===== config.mk =====
export PLATFORM = sky130hd
export DESIGN_NAME = punc_hs_core
export DESIGN_NICKNAME = d
export VERILOG_FILES = /design/src/rtl/punc_hs_core.sv
export SDC_FILE = /design/constraint.sdc
export NUM_CORES = 1
export LEC_CHECK = 0
export BUFFER_PORTS_ARGS = -buffer_cell sky130_fd_sc_hd__buf_2
export CAP_MARGIN = 0
export CORE_AREA = 2 2 159 161
export CTS_CLUSTER_DIAMETER = 30
export DETAILED_ROUTE_END_ITERATION = 10
export DIE_AREA = 0 0 161 163
export GPL_ROUTABILITY_DRIVEN = 0
export PLACE_DENSITY_LB_ADDON = 0.08
export SETUP_SLACK_MARGIN = 0.05
export SYNTH_ARGS = -nofsm -noshare
export SYNTH_HDL_FRONTEND = slang
export SYNTH_SLANG_ARGS = --single-unit

===== constraint.sdc =====
create_clock -name clk -period 6 [get_ports clk]
set_clock_uncertainty 0.05 [all_clocks]
set_input_delay 0.6 -clock clk [delete_from_list [all_inputs] [get_ports clk]]
set_output_delay 0.6 -clock clk [all_outputs]
set_load 0.02 [all_outputs]

===== src/rtl/punc_hs_core.sv =====
// punc_hs_core: multicycle LC3-subset core with a req/ack memory handshake.
// Control and datapath share one state machine. The memory request and its
// address, write-enable and write data are decoded from registered state, so
// they stay stable for as long as an access waits for its acknowledge.
module punc_hs_core #(
   parameter int unsigned ADDR_W   = 16,
   parameter logic [15:0] RESET_PC = 16'h0000,
   parameter int unsigned CNT_W    = 32
) (
   input  logic              clk,
   input  logic              rst,
   output logic              mem_req,
   output logic              mem_we,
   output logic [ADDR_W-1:0] mem_addr,
   output logic [15:0]       mem_wdata,
   input  logic [15:0]       mem_rdata,
   input  logic              mem_ack,
   output logic              halted,
   output logic [CNT_W-1:0]  retired,
   input  logic [2:0]        rf_debug_addr,
   output logic [15:0]       rf_debug_data,
   output logic [15:0]       pc_debug_data
);

   typedef enum logic [2:0] {StFetch, StDecode, StExec, StMem, StHalt} state_e;

   localparam logic [3:0] OpBr  = 4'b0000;
   localparam logic [3:0] OpAdd = 4'b0001;
   localparam logic [3:0] OpLd  = 4'b0010;
   localparam logic [3:0] OpSt  = 4'b0011;
   localparam logic [3:0] OpAnd = 4'b0101;
   localparam logic [3:0] OpNot = 4'b1001;
   localparam logic [3:0] OpJmp = 4'b1100;
   localparam logic [3:0] OpLea = 4'b1110;
   localparam logic [3:0] OpHlt = 4'b1111;

   state_e           state_q;
   logic [15:0]      pc_q;
   logic [15:0]      ir_q;
   logic [15:0]      rf_q [8];
   logic [2:0]       cc_q;      // {N, Z, P}
   logic [CNT_W-1:0] retired_q;

   logic [3:0]  opcode;
   logic [2:0]  dr;
   logic [2:0]  sr1;
   logic [2:0]  sr2;
   logic [15:0] imm5_sext;
   logic [15:0] off9_sext;
   logic [15:0] src1;
   logic [15:0] src2;
   logic [15:0] ea;
   logic [15:0] alu_res;
   logic        br_taken;

   assign opcode    = ir_q[15:12];
   assign dr        = ir_q[11:9];
   assign sr1       = ir_q[8:6];
   assign sr2       = ir_q[2:0];
   assign imm5_sext = {{11{ir_q[4]}}, ir_q[4:0]};
   assign off9_sext = {{7{ir_q[8]}}, ir_q[8:0]};
   assign src1      = rf_q[sr1];
   assign src2      = ir_q[5] ? imm5_sext : rf_q[sr2];
   assign ea        = pc_q + off9_sext;
   assign br_taken  = (ir_q[11] & cc_q[2]) | (ir_q[10] & cc_q[1]) | (ir_q[9] & cc_q[0]);

   function automatic logic [2:0] cc_of(input logic [15:0] v);
      if (v[15]) begin
         return 3'b100;
      end else if (v == 16'h0000) begin
         return 3'b010;
      end else begin
         return 3'b001;
      end
   endfunction

   // Result written back to R[DR] by the register-writing EXEC opcodes.
   always_comb begin
      alu_res = 16'h0000;
      case (opcode)
         OpAdd:   alu_res = src1 + src2;
         OpAnd:   alu_res = src1 & src2;
         OpNot:   alu_res = ~src1;
         OpLea:   alu_res = ea;
         default: alu_res = 16'h0000;
      endcase
   end

   // Memory port decoded from state; rst gates the request off immediately.
   always_comb begin
      mem_req   = !rst && ((state_q == StFetch) || (state_q == StMem));
      mem_we    = mem_req && (state_q == StMem) && (opcode == OpSt);
      mem_addr  = (state_q == StMem) ? ea[ADDR_W-1:0] : pc_q[ADDR_W-1:0];
      mem_wdata = rf_q[dr];
   end

   assign halted        = (state_q == StHalt);
   assign retired       = retired_q;
   assign rf_debug_data = rf_q[rf_debug_addr];
   assign pc_debug_data = pc_q;

   // Core state machine: fetch, decode, execute, memory access, halt.
   always_ff @(posedge clk) begin
      if (rst) begin
         state_q   <= StFetch;
         pc_q      <= RESET_PC;
         ir_q      <= 16'h0000;
         cc_q      <= 3'b010;
         retired_q <= '0;
         for (int i = 0; i < 8; i++) begin
            rf_q[i] <= 16'h0000;
         end
      end else begin
         case (state_q)
            StFetch: begin
               if (mem_ack) begin
                  ir_q    <= mem_rdata;
                  pc_q    <= pc_q + 16'd1;
                  state_q <= StDecode;
               end
            end
            StDecode: begin
               state_q <= StExec;
            end
            StExec: begin
               state_q   <= StFetch;
               retired_q <= retired_q + CNT_W'(1);
               case (opcode)
                  OpAdd, OpAnd, OpNot, OpLea: begin
                     rf_q[dr] <= alu_res;
                     cc_q     <= cc_of(alu_res);
                  end
                  OpBr: begin
                     if (br_taken) begin
                        pc_q <= ea;
                     end
                  end
                  OpJmp: begin
                     pc_q <= src1;
                  end
                  OpLd, OpSt: begin
                     // Retires when the memory access completes instead.
                     state_q   <= StMem;
                     retired_q <= retired_q;
                  end
                  OpHlt: begin
                     state_q <= StHalt;
                  end
                  default: begin
                  end
               endcase
            end
            StMem: begin
               if (mem_ack) begin
                  if (opcode == OpLd) begin
                     rf_q[dr] <= mem_rdata;
                     cc_q     <= cc_of(mem_rdata);
                  end
                  retired_q <= retired_q + CNT_W'(1);
                  state_q   <= StFetch;
               end
            end
            StHalt: begin
               state_q <= StHalt;
            end
            default: begin
               state_q <= StFetch;
            end
         endcase
      end
   end

endmodule


==> metrics.yaml, run 1 <==
worstPathMaxFanout: 13
dp_hpwl_um: 31370
die_h_um: 163
power_mw: 5.072
synth_top_area_frac: 0.2654
worst_pin_slew_ns: 1.204
cts_root_buf: "clkbuf_16"
max-vdd-ir-drop_uv: 292.8
drt_wl_total_um: 46870
seqCellArea_sq_um: 5430
vias: 12532
wl_per_cell_um: 25.39
min_period_ns: 4.963
port_buffers: 120
avgViaCountPerCell: 6.789
synth_cell_types: 83
grt_pass1_vias: 12221
worst_ep_arrival_time_ns: 5.15
critPathCaptureType: "register"
finalMaxSlewViolations: 0
hold_depth: 3
syn_nets: 1426
hold_buffers: 0
die_x_um: 161
clk_pin_slew_ns: 0.04
postCtsSetupRepairBufs: 0
n_fill_cell: 1943
cts_sinks: 207
grt.total_usage: 0.3575
ios: 121
place_inst: 1760
final_util: 0.6866
yosys_register_bits: 207
hold_viol_final: 0
nNetsFinal: 1537
cts-resized-gates: 0
status: "finished clean"
required_ns: 6.19
finalNonFillerCells: 1846
worst-r2r-cell-count: 14
rsz0062_at_grt: "no"
antenna_found_initial: 0
num_rows: 58
finalCritPeriodShare: 0.8272
insertion_delay_ns: 0.54
fmax_mhz: 201.5
synth-edff-count: 128
dr.pass1.iters: 7
fin_tns_setup_ns: 0
cellLeakagePower_nw: 6.326
diodes: 0
relSlewSlack: 0.1971
hp-class: "in -> reg"
maxCapViolations: 0
setup_viol: 0
min_to: "ir_q[4]"
drtIter0Drc: 1719
clk_path_buf_depth: 3
timing.rr.end: "rf_q[6][14]"
netlist_area_sq_um: 14480
synth_top_area_cell: "edfxtp_1"
yosys_warnings: 0
cp-start-kind: "register"
drc: 0
die-area_sq_um: 26240
start_util: 0.5870
ant_nets: 0
cts_buffers: 48
min_from: "mem_rdata[4]"
grt_pass1_wl_um: 71240
tritoncts: "done"
ys.flop_type: "edfxtp_1"
coreArea_sq_um: 24670
async_flop_share: 0
p_per_area_nw_per_um2: 299.4
grt.overflow.total: 0
area_growth_pct: 16.98
htree_num_levels: 2
synth_area_per_cell_sq_um: 10.58
ys_seq_area_frac: 0.3746
drive_above_1_share: 0.2698
critPathKind: "reg -> reg"
synth.area.top_cells: "edfxtp_1, mux4_2, dfxtp_1, nor2_1, nand2_1"
multiInputGateArea_sq_um: 8576
synthCells: 1369
r2r_slack_ns: 1.04
grt_max_degree: 73
flip-flops by register name, indices dropped and copies added, names as in the netlist, named ones only:
signal         cells
rf_q             128
retired           32
ir_q              16
pc_debug_data     16
cc_q               3
state_q            3
cell type report:
cell class              instances  share of cell area
multi-input cells            1049              0.5062
flip-flops and latches        207              0.3205
clock buffers                  59             0.07637
repair buffers                152             0.04963
well taps                     330             0.02437
clock inverters                27             0.01802
inverters                      22            0.004874
worst max-delay path by stage:
stage,endpoint,startpoint
after floorplan,cc_q[0],register
after global placement,cc_q[0],register
after detailed placement,cc_q[0],register
after CTS,rf_q[6][14],register
after global routing,rf_q[6][14],register
final,rf_q[6][14],register
through the flow:
step                hold slack [ns]  setup WS (ns)  instance area (sq um)
floorplan                    0.3812          1.523                  14480
global placement             0.3913          1.296                  15340
detailed placement           0.3969          1.178                  15340
CTS                          0.2854          1.106                  16940
global route                 0.3108         0.7126                  16940
finish                       0.3061          1.037                  16940
power by group:
group / internal, mW / switching, mW / total (mW)
Clock: 1.77 / 0.810 / 2.58
Combinational: 0.352 / 0.500 / 0.852
Sequential: 1.56 / 0.0817 / 1.64
cells by family (layout without fill, tap and decap cells):
family,count (synthesis),in the layout,synth area share
buffers and inverters,113,260,0.03456
flip-flops,207,207,0.3746
AND/OR/NAND/NOR,495,495,0.1558
XOR/XNOR,50,50,0.03024
multiplexers,202,202,0.2526
adder cells (fa/ha/maj),35,35,0.03127
AO/OA/AOI/OAI,267,267,0.1210
synthesized netlist by cell type, types with 13 or more instances:
library cell,n
nor2_1,223
edfxtp_1,128
nand2_1,126
mux4_2,114
dfxtp_1,79
a21oi_1,68
clkbuf_1,63
o21ai_0,49
mux2_2,40
mux2i_1,36
ha_1,33
a211oi_1,31
nand3_1,30
xnor2_1,29
nor2b_1,21
xor2_1,21
inv_1,20
nand4_1,16
buf_1,13
nor3_1,13
o22ai_1,13
worst max-delay path, stage by stage (launching register included):
cell and delay [ns]:
dfxtp_1 0.71, inv_1 0.55, mux2i_1 0.49, inv_1 0.09, ha_1 0.26, fa_1 0.42
a211o_1 0.36, a21boi_0 0.33, nor2_1 0.12, a221oi_1 0.31, xnor2_1 0.11, a21oi_1 0.20
nand2_1 0.07, o21ai_1 0.51, nor2_1 0.09
cells in the final DEF, fill, tap and decap left out, types with 12 or more instances in the layout:
cell       instances
a211oi_1          31
a21oi_1           68
a22oi_1           12
and3_1            12
buf_2            120
buf_4             32
clkbuf_16         49
dfxtp_1           75
edfxtp_1         128
ha_1              33
inv_1             20
mux2_2            40
mux2i_1           36
mux4_2           114
nand2_1          126
nand3_1           30
nand4_1           16
nor2_1           223
nor2b_1           21
nor3_1            12
o21ai_0           49
o22ai_1           13
or3_1             12
xnor2_1           29
xor2_1            21
per-layer routing:
| metal | vias to the layer above | share of wire | track usage |
|---|---|---|---|
| li1 | 5457 | - | - |
| met1 | 6127 | 0.38 | 0.4761 |
| met2 | 796 | 0.47 | 0.5784 |
| met3 | 152 | 0.11 | 0.06494 |
| met4 | 0 | 0.041 | 0.1587 |
| met5 | - | 0 | 0 |
Power figures use the tool's default switching activity.
==> run 2: changes to the inputs <==
==> constraint.sdc (replaced) <==
create_clock -name clk -period 4.9 [get_ports clk]
set_clock_uncertainty 0.05 [all_clocks]
set_input_delay 0.49 -clock clk [delete_from_list [all_inputs] [get_ports clk]]
set_output_delay 0.49 -clock clk [all_outputs]
set_load 0.02 [all_outputs]
==> run 2 against run 1 <==
Count of clock-buffer cells in the layout rose by 3. Sequential power rose by 22%. Utilization rose by 0.88 points. Via count barely moved. Routed wire length fell by 2.3%. Worst setup slack got worse by 0.64 ns. First-iteration DRC count fell by 16%. Global-route usage fell by 0.80 points. Design area rose by 1.3%. Non-clock buffer count rose by 12. Hold slack got worse by 0.11 ns. Die area did not move. Critical path type unchanged. Critical endpoint is now rf_q[7][13]. Largest cell class unchanged.
==> metrics.yaml, run 2 (synthesized netlist as in run 1, its figures left out) <==
layout_commonest_cell: "nor2_1"
drive_above_1_share: 0.2813  # +0.01146
min_from: "mem_rdata[4]"
htree_num_levels: 2  # unchanged
place_ws_ns: 0.4972  # -0.6810 ns
finalCritPeriodShare: 0.9196  # +0.09236
fin_ws_ns: 0.3939  # -0.6426 ns
worstPathMaxFanout: 17  # +4
die-area_sq_um: 26240  # unchanged
grt_pass1_vias: 12131  # -0.74%
rsz0062_at_grt: "no"
diodes: 0  # unchanged
antenna_found_initial: 1  # +1
worst-r2r-cell-count: 15  # +1
dr.pass1.iters: 5  # -2
ant_nets: 0  # unchanged
max-vdd-ir-drop_uv: 263.7  # -9.9%
pwr-share-comb: 0.166  # -0.002
critPathKind: "reg -> reg"
power_frac_clock: 0.522  # +0.014
place_area_sq_um: 15440  # +0.67%
avgViaCountPerCell: 6.715  # -1.1%
start_util: 0.5870  # unchanged
drt_wl_total_um: 45790  # -2.3%
swShare: 0.2802  # +0.005918
port_buffers: 120  # unchanged
vias: 12531  # -0.0080%
cellLeakagePower_nw: 6.429  # +1.6%
cp-start-kind: "register"
drtIter0Drc: 1448  # -16%
drc: 0  # unchanged
required_ns: 5.12  # -1.07 ns
wl_per_cell_um: 24.54  # -3.4%
regMostFlops: "rf_q"
grt.overflow.total: 0  # unchanged
p_per_area_nw_per_um2: 372.7  # +24%
timing.rr.end: "rf_q[7][13]"
setup_viol: 0  # unchanged
place_inst: 1772  # +0.68%
switchingPower_mw: 1.792  # +29%
coreArea_sq_um: 24670  # unchanged
fmax_mhz: 221.9  # +10%
min_to: "ir_q[4]"
critPathCaptureType: "register"
worst_hold_slack_ns: 0.1984  # -0.1078 ns
layout_common_cells: "nor2_1, edfxtp_1, nand2_1, buf_2, mux4_2"
hold_depth: 3  # unchanged
cts_sinks: 207  # unchanged
r2r_slack_ns: 0.39  # -0.64 ns
cts_buffers: 50  # +4.2%
worst_pin_slew_ns: 1.101  # -0.1033 ns
tritoncts: "done"
stdcell_area_sq_um: 17160  # +1.3%
dp_hpwl_um: 31080  # -0.93%
grt.total_usage: 0.3495  # -0.008020
hold_buffers: 0  # unchanged
power_frac_seq: 0.312  # -0.012
cts_root_buf: "clkbuf_16"
clk_path_buf_depth: 3  # unchanged
num_rows: 58  # unchanged
min_period_ns: 4.506  # -0.4574 ns
p_int_mw: 4.603  # +25%
relSlewSlack: 0.2659  # +0.06885
ios: 121  # unchanged
die_h_um: 163  # unchanged
maxCapViolations: 0  # unchanged
grt_pass1_wl_um: 69900  # -1.9%
worst_ep_arrival_time_ns: 4.73  # -0.42 ns
grt_max_degree: 62  # -15%
die_x_um: 161  # unchanged
status: "finished clean"
largest_register_ffs: 128  # unchanged
hp-class: "in -> reg"
postCtsSetupRepairBufs: 0  # unchanged
cts-resized-gates: 0  # unchanged
hold_viol_final: 0  # unchanged
finalMaxSlewViolations: 0  # unchanged
finalNonFillerCells: 1866  # +1.1%
area_growth_pct: 18.48
nNetsFinal: 1551  # +0.91%
insertion_delay_ns: 0.56  # +0.02 ns
clk_pin_slew_ns: 0.05  # about the same
fin_tns_setup_ns: 0  # unchanged
==> run 2: cell count changes in the layout (fill, tap and decap cells not counted), sizes merged <==
cell	previous run	this run
buf	152	164
inv	23	28
clkbuf	59	62
clkinvlp	3	6
clkinv	17	15
bufinv	6	5
==> run 2: stage by stage <==
stage	total power, mW	utilization
after floorplan	2.752	-
after global placement	3.044	0.6260
after detailed placement	3.056	0.6260
after CTS	6.387	0.6954
after global routing	6.576	0.6954
final	6.394	0.6954
==> run 2: worst max-delay path, cell delays in order, from the launching register on <==
cell,delay [ns]
dfxtp_1,0.61
buf_4,0.36
mux4_2,0.33
nor2b_1,0.14
a211oi_1,0.37
nor2_1,0.11
ha_1,0.36
a21oi_1,0.37
o211ai_1,0.17
o211ai_1,0.15
nand2_1,0.14
mux2i_1,0.14
a211oi_1,0.27
nand2_1,0.09
o21ai_1,0.46
nor2_1,0.09
==> run 2: layout make-up <==
| cell class | count | area, sq um |
|---|---|---|
| fillers | 1871 | 7515 |
| inverters | 22 | 82.58 |
| clock buffers | 62 | 1370 |
| clock inverters | 32 | 344.1 |
| repair buffers | 164 | 943.4 |
| multi-input cells | 1049 | 8576 |
| well taps | 330 | 412.9 |
| flip-flops and latches | 207 | 5430 |
==> run 2: power groups by stage <==
stage	logic (mW)	clock network [mW]	registers, mW
after global placement	1.02	0	2.02
after global routing	1.13	3.44	2.00
after floorplan	0.771	0	1.98
final	1.06	3.34	2.00
after detailed placement	1.03	0	2.02
after CTS	1.04	3.35	1.99
==> run 2: metal layers <==
metal,track usage,wire [um]
met2,0.5681,21610
met3,0.08021,5097
met1,0.4634,17530
met4,0.1270,1535
met5,0,19
==> run 2: worst max-delay path by stage <==
stage,startpoint,to,slack (ns),cells after the start
after detailed placement,register,cc_q[0],0.50,15
final,register,rf_q[7][13],0.39,15
after global routing,register,rf_q[3][14],0.05,15
after floorplan,register,cc_q[0],0.42,16
after global placement,register,cc_q[0],0.55,15
after CTS,register,cc_q[0],0.46,15
